===== config.mk =====
export PLATFORM = sky130hd
export DESIGN_NAME = tube_scan_scheduler_flat
export DESIGN_NICKNAME = d
export VERILOG_FILES = /design/src/rtl/tube_pkg.sv /design/src/rtl/tube_scan_scheduler_if.sv /design/src/rtl/tube_pwm.sv /design/src/rtl/tube_scan_scheduler.sv /design/src/flat_wrapper.sv
export SDC_FILE = /design/constraint.sdc
export NUM_CORES = 1
export LEC_CHECK = 0
export ABC_AREA = 1
export CORE_MARGIN = 2
export CORE_UTILIZATION = 45
export DETAILED_ROUTE_END_ITERATION = 12
export GPL_ROUTABILITY_DRIVEN = 0
export PLACE_DENSITY = 0.76
export SYNTH_ARGS = -nofsm -noshare
export SYNTH_HDL_FRONTEND = slang
export SYNTH_SLANG_ARGS = --single-unit

===== constraint.sdc =====
create_clock -name clk -period 2.1 [get_ports clk]
set_input_delay 0.315 -clock clk [delete_from_list [all_inputs] [get_ports clk]]
set_output_delay 0.315 -clock clk [all_outputs]
set_load 0.01 [all_outputs]

===== src/rtl/tube_pkg.sv =====
// Shared types and constants for the 4-digit tube scan scheduler.
package tube_pkg;

  typedef enum logic [0:0] {
    BLANK_ST = 1'b0,
    ON_ST    = 1'b1
  } state_t;

  localparam int DIGITS = 4;
  localparam logic [1:0] LAST_DIG = 2'(DIGITS - 1);

  // Nibble positions of each digit inside wrData
  localparam int DIG1_LSB = 0;
  localparam int DIG2_LSB = 4;
  localparam int DIG3_LSB = 8;
  localparam int DIG4_LSB = 12;

endpackage


===== src/rtl/tube_scan_scheduler_if.sv =====
// CPU write bus into the tube scan scheduler.
interface tube_scan_scheduler_if;
  logic        wrEn;
  logic [15:0] wrData;
  logic [3:0]  wrDots;

  modport master (output wrEn, wrData, wrDots);
  modport slave  (input  wrEn, wrData, wrDots);
endinterface


===== src/rtl/tube_pwm.sv =====
// Brightness PWM: free-running 4-bit phase counter compared against the duty.
module tube_pwm (
  input  logic       clk,
  input  logic       rst_n,
  input  logic [3:0] brightness,
  output logic       pwm_on
);

  logic [3:0] pwm_cnt_r;

  // Free-running PWM phase counter
  always_ff @(posedge clk or negedge rst_n) begin
    if (!rst_n) begin
      pwm_cnt_r <= 4'd0;
    end else begin
      pwm_cnt_r <= pwm_cnt_r + 4'd1;
    end
  end

  // Full scale is forced on so that duty 15 means no PWM gaps at all
  assign pwm_on = (brightness == 4'd15) || (pwm_cnt_r < brightness);

endmodule


===== src/rtl/tube_scan_scheduler.sv =====
// Digit scan sequencer with ghosting blank, brightness PWM and a tear-free
// double-buffered digit/dot register set.
module tube_scan_scheduler
  import tube_pkg::*;
#(
  parameter int PRESCALE = 1000,
  parameter int BLANK    = 16
) (
  input  logic                  clk,
  input  logic                  rst_n,
  tube_scan_scheduler_if.slave  wr,
  input  logic [3:0]            brightness,
  output logic [1:0]            dig,
  output logic [3:0]            dig1,
  output logic [3:0]            dig2,
  output logic [3:0]            dig3,
  output logic [3:0]            dig4,
  output logic [3:0]            dots,
  output logic                  dispEn,
  output logic                  frameTick,
  output logic                  pending
);

  localparam int CW = $clog2(PRESCALE);

  logic [CW-1:0] slot_cnt_r;
  logic [1:0]    dig_r;
  state_t        state_r;
  state_t        state_next_s;
  logic          disp_en_r;
  logic          disp_en_next_s;
  logic          frame_tick_r;
  logic          pending_r;
  logic [15:0]   shadow_data_r;
  logic [3:0]    shadow_dots_r;
  logic [15:0]   act_data_r;
  logic [3:0]    act_dots_r;
  logic          pwm_on_s;
  logic          tc_s;
  logic          blank_end_s;
  logic          boundary_s;

  assign tc_s        = (slot_cnt_r == CW'(PRESCALE - 1));
  assign blank_end_s = (slot_cnt_r == CW'(BLANK - 1));
  assign boundary_s  = tc_s && (dig_r == LAST_DIG);

  tube_pwm u_pwm (
    .clk        (clk),
    .rst_n      (rst_n),
    .brightness (brightness),
    .pwm_on     (pwm_on_s)
  );

  // Slot counter, digit index and frame tick
  always_ff @(posedge clk or negedge rst_n) begin
    if (!rst_n) begin
      slot_cnt_r   <= '0;
      dig_r        <= 2'd0;
      frame_tick_r <= 1'b0;
    end else begin
      frame_tick_r <= boundary_s;
      if (tc_s) begin
        slot_cnt_r <= '0;
        dig_r      <= dig_r + 2'd1;
      end else begin
        slot_cnt_r <= slot_cnt_r + CW'(1);
      end
    end
  end

  // FSM state and registered display enable
  always_ff @(posedge clk or negedge rst_n) begin
    if (!rst_n) begin
      state_r   <= BLANK_ST;
      disp_en_r <= 1'b0;
    end else begin
      state_r   <= state_next_s;
      disp_en_r <= disp_en_next_s;
    end
  end

  // Next state; dispEn is computed from the next state so it lines up with it
  always_comb begin
    state_next_s   = state_r;
    disp_en_next_s = 1'b0;
    case (state_r)
      BLANK_ST: begin
        if (blank_end_s) state_next_s = ON_ST;
        else             state_next_s = BLANK_ST;
      end
      ON_ST: begin
        if (tc_s) state_next_s = BLANK_ST;
        else      state_next_s = ON_ST;
      end
      default: state_next_s = BLANK_ST;
    endcase
    if (state_next_s == ON_ST) disp_en_next_s = pwm_on_s;
    else                       disp_en_next_s = 1'b0;
  end

  // Shadow/active double buffer; a write on the boundary bypasses the shadow
  always_ff @(posedge clk or negedge rst_n) begin
    if (!rst_n) begin
      shadow_data_r <= 16'h0000;
      shadow_dots_r <= 4'h0;
      act_data_r    <= 16'h0000;
      act_dots_r    <= 4'h0;
      pending_r     <= 1'b0;
    end else begin
      if (wr.wrEn) begin
        shadow_data_r <= wr.wrData;
        shadow_dots_r <= wr.wrDots;
      end
      if (boundary_s) begin
        pending_r <= 1'b0;
        if (wr.wrEn) begin
          act_data_r <= wr.wrData;
          act_dots_r <= wr.wrDots;
        end else if (pending_r) begin
          act_data_r <= shadow_data_r;
          act_dots_r <= shadow_dots_r;
        end
      end else if (wr.wrEn) begin
        pending_r <= 1'b1;
      end
    end
  end

  assign dig       = dig_r;
  assign dig1      = act_data_r[DIG1_LSB +: 4];
  assign dig2      = act_data_r[DIG2_LSB +: 4];
  assign dig3      = act_data_r[DIG3_LSB +: 4];
  assign dig4      = act_data_r[DIG4_LSB +: 4];
  assign dots      = act_dots_r;
  assign dispEn    = disp_en_r;
  assign frameTick = frame_tick_r;
  assign pending   = pending_r;

endmodule

===== src/flat_wrapper.sv =====
// flat-port wrapper written by rule: the top's interface ports become plain ports
module tube_scan_scheduler_flat import tube_pkg::*;
#(
  parameter int PRESCALE = 1000,
  parameter int BLANK    = 16
)
  (clk, rst_n, brightness, dig, dig1, dig2, dig3, dig4, dots, dispEn, frameTick, pending, wr_wrEn, wr_wrData, wr_wrDots);
  tube_scan_scheduler_if wr_i ();
  input  logic clk;
  input  logic rst_n;
  input  logic [3:0] brightness;
  output logic [1:0] dig;
  output logic [3:0] dig1;
  output logic [3:0] dig2;
  output logic [3:0] dig3;
  output logic [3:0] dig4;
  output logic [3:0] dots;
  output logic dispEn;
  output logic frameTick;
  output logic pending;
  input wire logic [$bits(wr_i.wrEn)-1:0] wr_wrEn;
  input wire logic [$bits(wr_i.wrData)-1:0] wr_wrData;
  input wire logic [$bits(wr_i.wrDots)-1:0] wr_wrDots;
  assign wr_i.wrEn = wr_wrEn;
  assign wr_i.wrData = wr_wrData;
  assign wr_i.wrDots = wr_wrDots;
  tube_scan_scheduler #(.PRESCALE(PRESCALE), .BLANK(BLANK)) u_core (.clk(clk), .rst_n(rst_n), .wr(wr_i), .brightness(brightness), .dig(dig), .dig1(dig1), .dig2(dig2), .dig3(dig3), .dig4(dig4), .dots(dots), .dispEn(dispEn), .frameTick(frameTick), .pending(pending));
endmodule

# == After elaboration in Yosys (flattened, before gate mapping) ==
# Cells that the tools add are included.
# word_totals
ff_bits,60
latch_bits,0
ramBits,0
mem_bits_ro,0
input_bits,27
output_inout_bits,25
wordCells,36
mem_count,0
# classes
n_addsub,3
multipliers,0
div_mod_pow,0
order_cmp,1
eq_ne,4
shifts,0
mux,11
bitwise_logic,1
n_reduce_logical,5
# op_table
op,count
$mux W16,2
$add A10 B1 Y10 const B,1
$eq A10 B10 Y1 const B,1
$eq A10 B4 Y1 const B,1
$mux W10,1
$mux W4,2
$mux W1,5
$add A4 B1 Y4 const B,1
$eq A4 B4 Y1 const B,1
$lt A4 B4 Y1,1
$reduce_bool A2 Y1,2
$add A2 B1 Y2 const B,1
$eq A2 B2 Y1 const B,1
$pmux W1 S2,1
$reduce_and A2 Y1,1
$logic_and A1 B1 Y1,1
$logic_or A1 B1 Y1,1
$not A1 Y1,1

# == Logic depth before layout (Yosys ltp) ==
# Gate-level depths: netlist (run 1).
# logic_depth
word_depth,4
ltp_mapped,9
depth_no_buf,9

# == Modules after synthesis ==
# Synthesis (run 1) repeated with hierarchy kept, for this count alone.
# hier_totals
hier_cells,279
hier_area_um2,2556.2
# modules_own_cells
module,n_inst,cells_per_inst,area_per_inst_um2,seq_area_each_um2
tube_scan_scheduler,1,253,2321.0,1401.3
tube_pwm,1,26,235.2,100.1

# == Worst setup path before layout (run 1) ==
# No wires, ideal clock.
# synth_path
kind,register to register
start,register u_core.slot_cnt_r[0]
end,register u_core.act_data_r[15]
setup_time_ps,117
arrival_time_ps,1227
required_time_ps,1983
slack_ps,756
path_stages_with_launch,10
path_buffers,1
period_less_slack_ps,1344
cell_sequence,dfrtp_1 -> ha_1 -> nand2_1 -> inv_1 -> nand2_2 -> nor2_8 -> nand3_4 -> buf_6 -> nand2_1 -> nand2_1
# synth_via
elab_chain_len,3
# synth_lines
item,line_no,rtl
start: declaration,tube_scan_scheduler.sv:26,logic [CW-1:0] slot_cnt_r;
start signal: assignment,tube_scan_scheduler.sv:66,slot_cnt_r <= slot_cnt_r + CW'(1);
$eq A10 B10 Y1,tube_scan_scheduler.sv:43,assign tc_s = (slot_cnt_r == CW'(PRESCALE - 1));
$logic_and A1 B1 Y1,tube_scan_scheduler.sv:45,assign boundary_s = tc_s && (dig_r == LAST_DIG);
$reduce_and A2 Y1 (no line),-,
end signal: assignment,tube_scan_scheduler.sv:117,act_data_r <= wr.wrData;
end signal: assignment,tube_scan_scheduler.sv:120,act_data_r <= shadow_data_r;
end: declaration,tube_scan_scheduler.sv:36,logic [15:0] act_data_r;
# Every way passes these cells.
# A chain may end at the register's enable or synchronous reset.

# == Worst setup path in the final report (run 1) ==
# layout_path
start,register u_core.slot_cnt_r[0]
end,register u_core.act_data_r[3]
# The elaborated chain is that of the path after synthesis.

==> results of run 1 <==
## kinds of logic (layout without fill, tap and decap cells)
| logic type | Yosys count | in the layout | synth area share |
|---|---|---|---|
| DFF | 60 | 60 | 0.581 |
| and+or+nand+nor | 179 | 179 | 0.304 |
| buffers and inverters | 31 | 93 | 0.0576 |
| xor gates and xnor gates | 5 | 5 | 0.0169 |
| AOI/OAI and AO/OA | 6 | 6 | 0.0116 |
| adders and majority gates | 6 | 6 | 0.0290 |
## sequential cells by signal, summed over array words and instances (netlist names)
signal                  flops
u_core.dig                  2
u_core.u_pwm.pwm_cnt_r      4
u_core.frameTick            1
u_core.pending              1
u_core.shadow_data_r       16
u_core.dots                 4
u_core.slot_cnt_r          10
u_core.dispEn               1
u_core.shadow_dots_r        4
u_core.state_r              1
u_core.act_data_r          16
## synth_stat cells
| master | instances | area [sq um] |
|---|---|---|
| a21oi_1 | 4 | 20.0 |
| buf_2 | 2 | 10.0 |
| buf_6 | 4 | 45.0 |
| clkbuf_1 | 6 | 22.5 |
| dfrtp_1 | 60 | 1500 |
| ha_1 | 6 | 75.1 |
| inv_1 | 19 | 71.3 |
| nand2_1 | 121 | 454 |
| nand2_2 | 5 | 31.3 |
| nand3_1 | 5 | 25.0 |
| nand3_4 | 1 | 17.5 |
| nand3b_1 | 1 | 7.51 |
| nand4_1 | 22 | 138 |
| nor2_1 | 19 | 71.3 |
| nor2_2 | 1 | 6.26 |
| nor2_8 | 1 | 20.0 |
| nor3_1 | 2 | 10.0 |
| o21ai_0 | 2 | 10.0 |
| or2_0 | 1 | 6.26 |
| xnor2_1 | 2 | 17.5 |
| xor2_1 | 3 | 26.3 |
## per-layer routing
metal,GRT usage,vias up,part of all wire
met3,0.0430,10,0.051
met4,0.107,0,0.020
met1,0.262,994,0.45
met5,0,-,0
li1,-,1028,-
met2,0.302,75,0.48
## path summary, 6_finish.rpt
path	endpoint	slack, ns	cells past startpoint
min in group clk	u_core.u_pwm.pwm_cnt_r[0]$_DFF_PN0_	0.47	1
min reg2reg	u_core.u_pwm.pwm_cnt_r[0]$_DFF_PN0_	0.47	1
min	u_core.act_data_r[12]$_DFFE_PN0P_	0.45	2
max in group asynchronous	u_core.act_data_r[2]$_DFFE_PN0P_	0.97	3
max reg2reg	u_core.act_data_r[3]$_DFFE_PN0P_	0.42	8
max	u_core.act_data_r[3]$_DFFE_PN0P_	0.42	8
## power by group through the flow
stage          Sequential [uW]  Clock, uW  Combinational [uW]
2_1_floorplan             1220          0                51.2
3_5_place_dp              1220          0                 142
4_1_cts                   1200       1030                 144
3_3_place_gp              1220          0                 138
6_report                  1200       1010                 141
5_1_grt                   1200       1080                 160
## final cells by class
class,count,area (sq um),area share
Sequential cell,60,1500,0.446
Multi-Input combinational cell,196,936,0.278
Timing Repair Buffer,60,576,0.171
Clock buffer,12,155,0.0461
Tap cell,72,90.1,0.0268
Inverter,19,71.3,0.0212
Clock inverter,2,35.0,0.0104
## cell usage in the layout (no fill, tap or decap), types with 2 or more instances in the layout
cell and instances:
nand2_2 5, nand4_1 22, inv_1 19, clkdlybuf4s50_1 50
nand2_1 121, buf_4 8, nand3_1 5, o21ai_0 2
nor3_1 2, xor2_1 3, xnor2_1 2, ha_1 6
nor2_1 19, a21oi_1 4, clkbuf_8 11, dfrtp_1 60
## critical path, stage by stage (launching register included)
cell and delay [ns]:
dfrtp_1 0.38, ha_1 0.18, nand2_1 0.10, inv_1 0.10, nand2_2 0.09, nor2_8 0.22, nand3_4 0.29, nand2_1 0.15
nand2_1 0.06
## per-stage QoR
step                      hold WS, ns  worst slack (ns)  total power, uW
after CTS                       0.449             0.400             2380
after global placement          0.288             0.339             1360
after detailed placement        0.289             0.317             1360
after global routing            0.492             0.197             2440
final                           0.455             0.418             2350
after floorplan                0.0194             0.756             1270
==> impl_metrics.ini, run 1 <==
[global_routing]
grt_max_degree = 26
grt_pass1_wl_mm = 9.49
antenna_found_initial = 0
track_usage = 0.197
overflow = 0
grt_pass1_vias = 2112

[cells_and_area]
drive_above_1_share = 0.0860
layout.nets = 379
antenna_cells = 0
final_util = 0.607
fin_cells = 421
nFillCells = 507
area_growth_pct = 30.1
fin_area_sq_um = 3360

[synthesis]
synthesis.area_sq_um = 2590
synth_cell_types = 21
synthCells = 287
ys_ff_latch = 60
yosysWarnings = 0
yosysSeqAreaShare = 0.581
syn_avg_cell_area_sq_um = 9.01
synth_fp_nets = 320

[pwr]
p_int_uw = 1850
comb_power_share = 0.060
peakVddDrop_mv = 0.493
leakagePower_uw = 0.00176
p_sw_uw = 494
netSwitchingFraction = 0.211
power_density_nw_per_um2 = 698
pwr-share-clk = 0.429
p_seq_frac = 0.511

[routing]
wirelength_mm = 5.47
drt_iter0_markers = 105
routedWlPerCell_um = 13.0
via_per_inst = 5.00
drt_first_pass_iters = 4
drc = 0
vias = 2107
final_antenna_net_count = 0

[outcome]
status = finished clean

[flow_run]
max_cap_violations = 0

[cts]
htree_levels = 3
ctsHoldBuffers = 1
cts.reportedPaths.clkPinSlew_ns = 0.06
clock_latency_ns = 0.34
clockBufferDepth = 2
cts_resized = 0
cts_root_buf = clkbuf_8
postCtsSetupBuffers = 0
clkSinkCount = 60
cts_tree = done
cts_buffers = 9

[sta]
max_slew_margin = 0.605
max_freq_mhz = 594
finalSetupTns_ns = 0
fin_skew_ns = 0.00620
tightest_slew_ns = 0.592
period_share = 0.801
rsz0062_at_grt = false
hold_viol = 0
report.final.slew_viol_count = 0
finalSetupViolCount = 0
layout_min_cycle_time_ns = 1.68

[setup_path]
criticalPathCategory = flip-flop to flip-flop
crit_start = u_core.slot_cnt_r[0]$_DFF_PN0_
start_kind = flip-flop
crit_fanout = 20
worst_ep_required_time_ns = 2.33
worstSetupEndpointType = flip-flop
crit_arrival_ns = 1.91
reg2reg_from = u_core.slot_cnt_r[0]$_DFF_PN0_

[die]
initial_utilization = 0.467
io_pins = 52
die_x_um = 79.8
fp.dieH_um = 79.8
core_sq_um = 5540
rows = 27
die_area_sq_um = 6370

[min_path]
hold_class = input port to async pin

[place]
dpl.cell_count = 406
hpwl_mm = 3.96
numPortBuffers = 51
placed_area_sq_um = 3160
Power figures use the tool's default switching activity.
==> run 2, diff against run 1 <==
Settings changed: PLACE_DENSITY 0.76 to 0.79.
Clock period 2.1 ns to 1.4 ns, I/O delays scaled along.
==> run 2 against run 1 <==
Net effect:
- the flow now finishes with violations (negative setup slack)
- global-route usage increased by 4.0 points
- fmax grew 18%
- critical path depth unchanged
- via count is 10% higher
==> impl_metrics.ini, run 2 (same netlist as run 1, synthesis figures left out) <==
[cells_and_area]
fin_area_sq_um = 3720
reg_top3 = u_core.act_data_r (16), u_core.shadow_data_r (16), u_core.slot_cnt_r (10)
drive_above_1_share = 0.207
area_growth_pct = 43.7
final_cell_mix = nand2_1, dfrtp_1, clkdlybuf4s50_1, dlygate4sd2_1, buf_4
layout.nets = 404
antenna_cells = 0
final_util = 0.671
final_common_cell = nand2_1

[pwr]
finalPower_uw = 3850
p_int_uw = 3000
netSwitchingFraction = 0.220
power_density_nw_per_um2 = 1040
peakVddDrop_mv = 0.619
pwr-share-clk = 0.470
p_sw_uw = 848
leakagePower_uw = 0.00203
comb_power_share = 0.063
p_seq_frac = 0.467

[global_routing]
track_usage = 0.238
grt_pass1_wl_mm = 11.2
grt_max_degree = 61
overflow = 0
grt_pass1_vias = 2382
antenna_found_initial = 0

[sta]
period_share = 1.02
fin_ws_ns = -0.0211
hold_viol = 0
max_slew_margin = 0.795
finalSetupViolCount = 10
tightest_slew_ns = 0.308
report.final.slew_viol_count = 0
fin_skew_ns = 0.0101
rsz0062_at_grt = true
layout_min_cycle_time_ns = 1.42
max_freq_mhz = 704

[cts]
cts_root_buf = clkbuf_8
clockBufferDepth = 2
clock_latency_ns = 0.35
cts_tree = done
clkSinkCount = 60
cts.reportedPaths.clkPinSlew_ns = 0.07
htree_levels = 3
cts_buffers = 9

[place]
placed_area_sq_um = 3290
hpwl_mm = 4.09
numPortBuffers = 51

[outcome]
violations = negative setup slack
status = finished, violations left

[die]
rows = 27
die_x_um = 79.8
fp.dieH_um = 79.8
io_pins = 52
core_sq_um = 5540
initial_utilization = 0.467
die_area_sq_um = 6370

[routing]
vias = 2323
via_per_inst = 5.19
drt_iter0_markers = 138
drt_first_pass_iters = 5
final_antenna_net_count = 0
routedWlPerCell_um = 15.0
wirelength_mm = 6.74
drc = 0

[flow_run]
max_cap_violations = 0

[setup_path]
regToRegSetupSlack_ns = -0.02
worstSetupEndpointType = flip-flop
criticalPathCategory = flip-flop to flip-flop
start_kind = flip-flop
crit_arrival_ns = 1.66
crit_fanout = 8
worst_ep_required_time_ns = 1.64

[min_path]
hold_class = input port to async pin
## run 2: cell count changes in the layout (fill, tap and decap cells not counted), moves of 3 or more
cell	before	now
clkdlybuf4s50_1	50	25
dlygate4sd2_1	0	25
buf_4	8	24
nand2_1	121	110
nand2_2	5	14
buf_6	0	4
nand3_4	1	5
nor2_4	0	3
## run 2: layout make-up
cell class / instances / area [sq um]
inverter: 19 / 73.8
sequential: 60 / 1500
multi-input combinational: 200 / 1090
timing repair buffer: 81 / 729
tap: 72 / 90.1
clock inverter: 5 / 83.8
fill: 430 / 1820
clock buffer: 11 / 151
## run 2: final timing paths
path	startpoint	to	cells past startpoint
max	u_core.slot_cnt_r[0]$_DFF_PN0_	u_core.dots[0]$_DFFE_PN0P_	8
min	rst_n	u_core.act_data_r[14]$_DFFE_PN0P_	3
max reg2reg	u_core.slot_cnt_r[0]$_DFF_PN0_	u_core.dots[0]$_DFFE_PN0P_	8
min reg2reg	u_core.shadow_data_r[11]$_DFFE_PN0P_	u_core.shadow_data_r[11]$_DFFE_PN0P_	2
max in group asynchronous	rst_n	u_core.shadow_data_r[4]$_DFFE_PN0P_	3
min in group clk	wr_wrData[7]	u_core.shadow_data_r[7]$_DFFE_PN0P_	3
## run 2: power groups by stage
stage	Combinational, uW	Sequential [uW]	Clock, uW
after floorplan	76.8	1830	0
after global placement	232	1830	0
after detailed placement	238	1830	0
after CTS	241	1800	1820
after global routing	273	1800	1920
final	242	1800	1810
## run 2: stage by stage
stage          setup TNS [ns]  hold slack [ns]  worst slack [ns]  instances
2_1_floorplan               0          -0.0856            0.0558        287
3_3_place_gp            -3.13            0.236            -0.148        421
3_5_place_dp            -4.46            0.240            -0.227        421
4_1_cts                -0.618            0.400           -0.0566        445
5_1_grt                 -1.93            0.420            -0.117        448
6_report              -0.0711            0.381           -0.0211        448
## run 2: timing repair
action,CTS,global route
hold buffers,1,0
resized for setup,41,21
endpoints found under the hold margin,60,0
pin swaps,4,7
setup endpoints to repair,45,30
gates cloned,6,0
buffers inserted,1,3
## run 2: routing by layer
| layer | global-route usage | wire, um |
|---|---|---|
| met2 | 0.406 | 3490 |
| met3 | 0.0679 | 402 |
| met1 | 0.272 | 2630 |
| met5 | 0 | 0 |
| met4 | 0.120 | 217 |
## run 2: critical path, stage by stage (launching register included)
cell	delay, ns
dfrtp_1	0.40
ha_4	0.17
nand2_4	0.06
inv_4	0.07
nand2_4	0.06
nor2_8	0.23
nand3_4	0.16
nand2_1	0.11
nand2_1	0.05
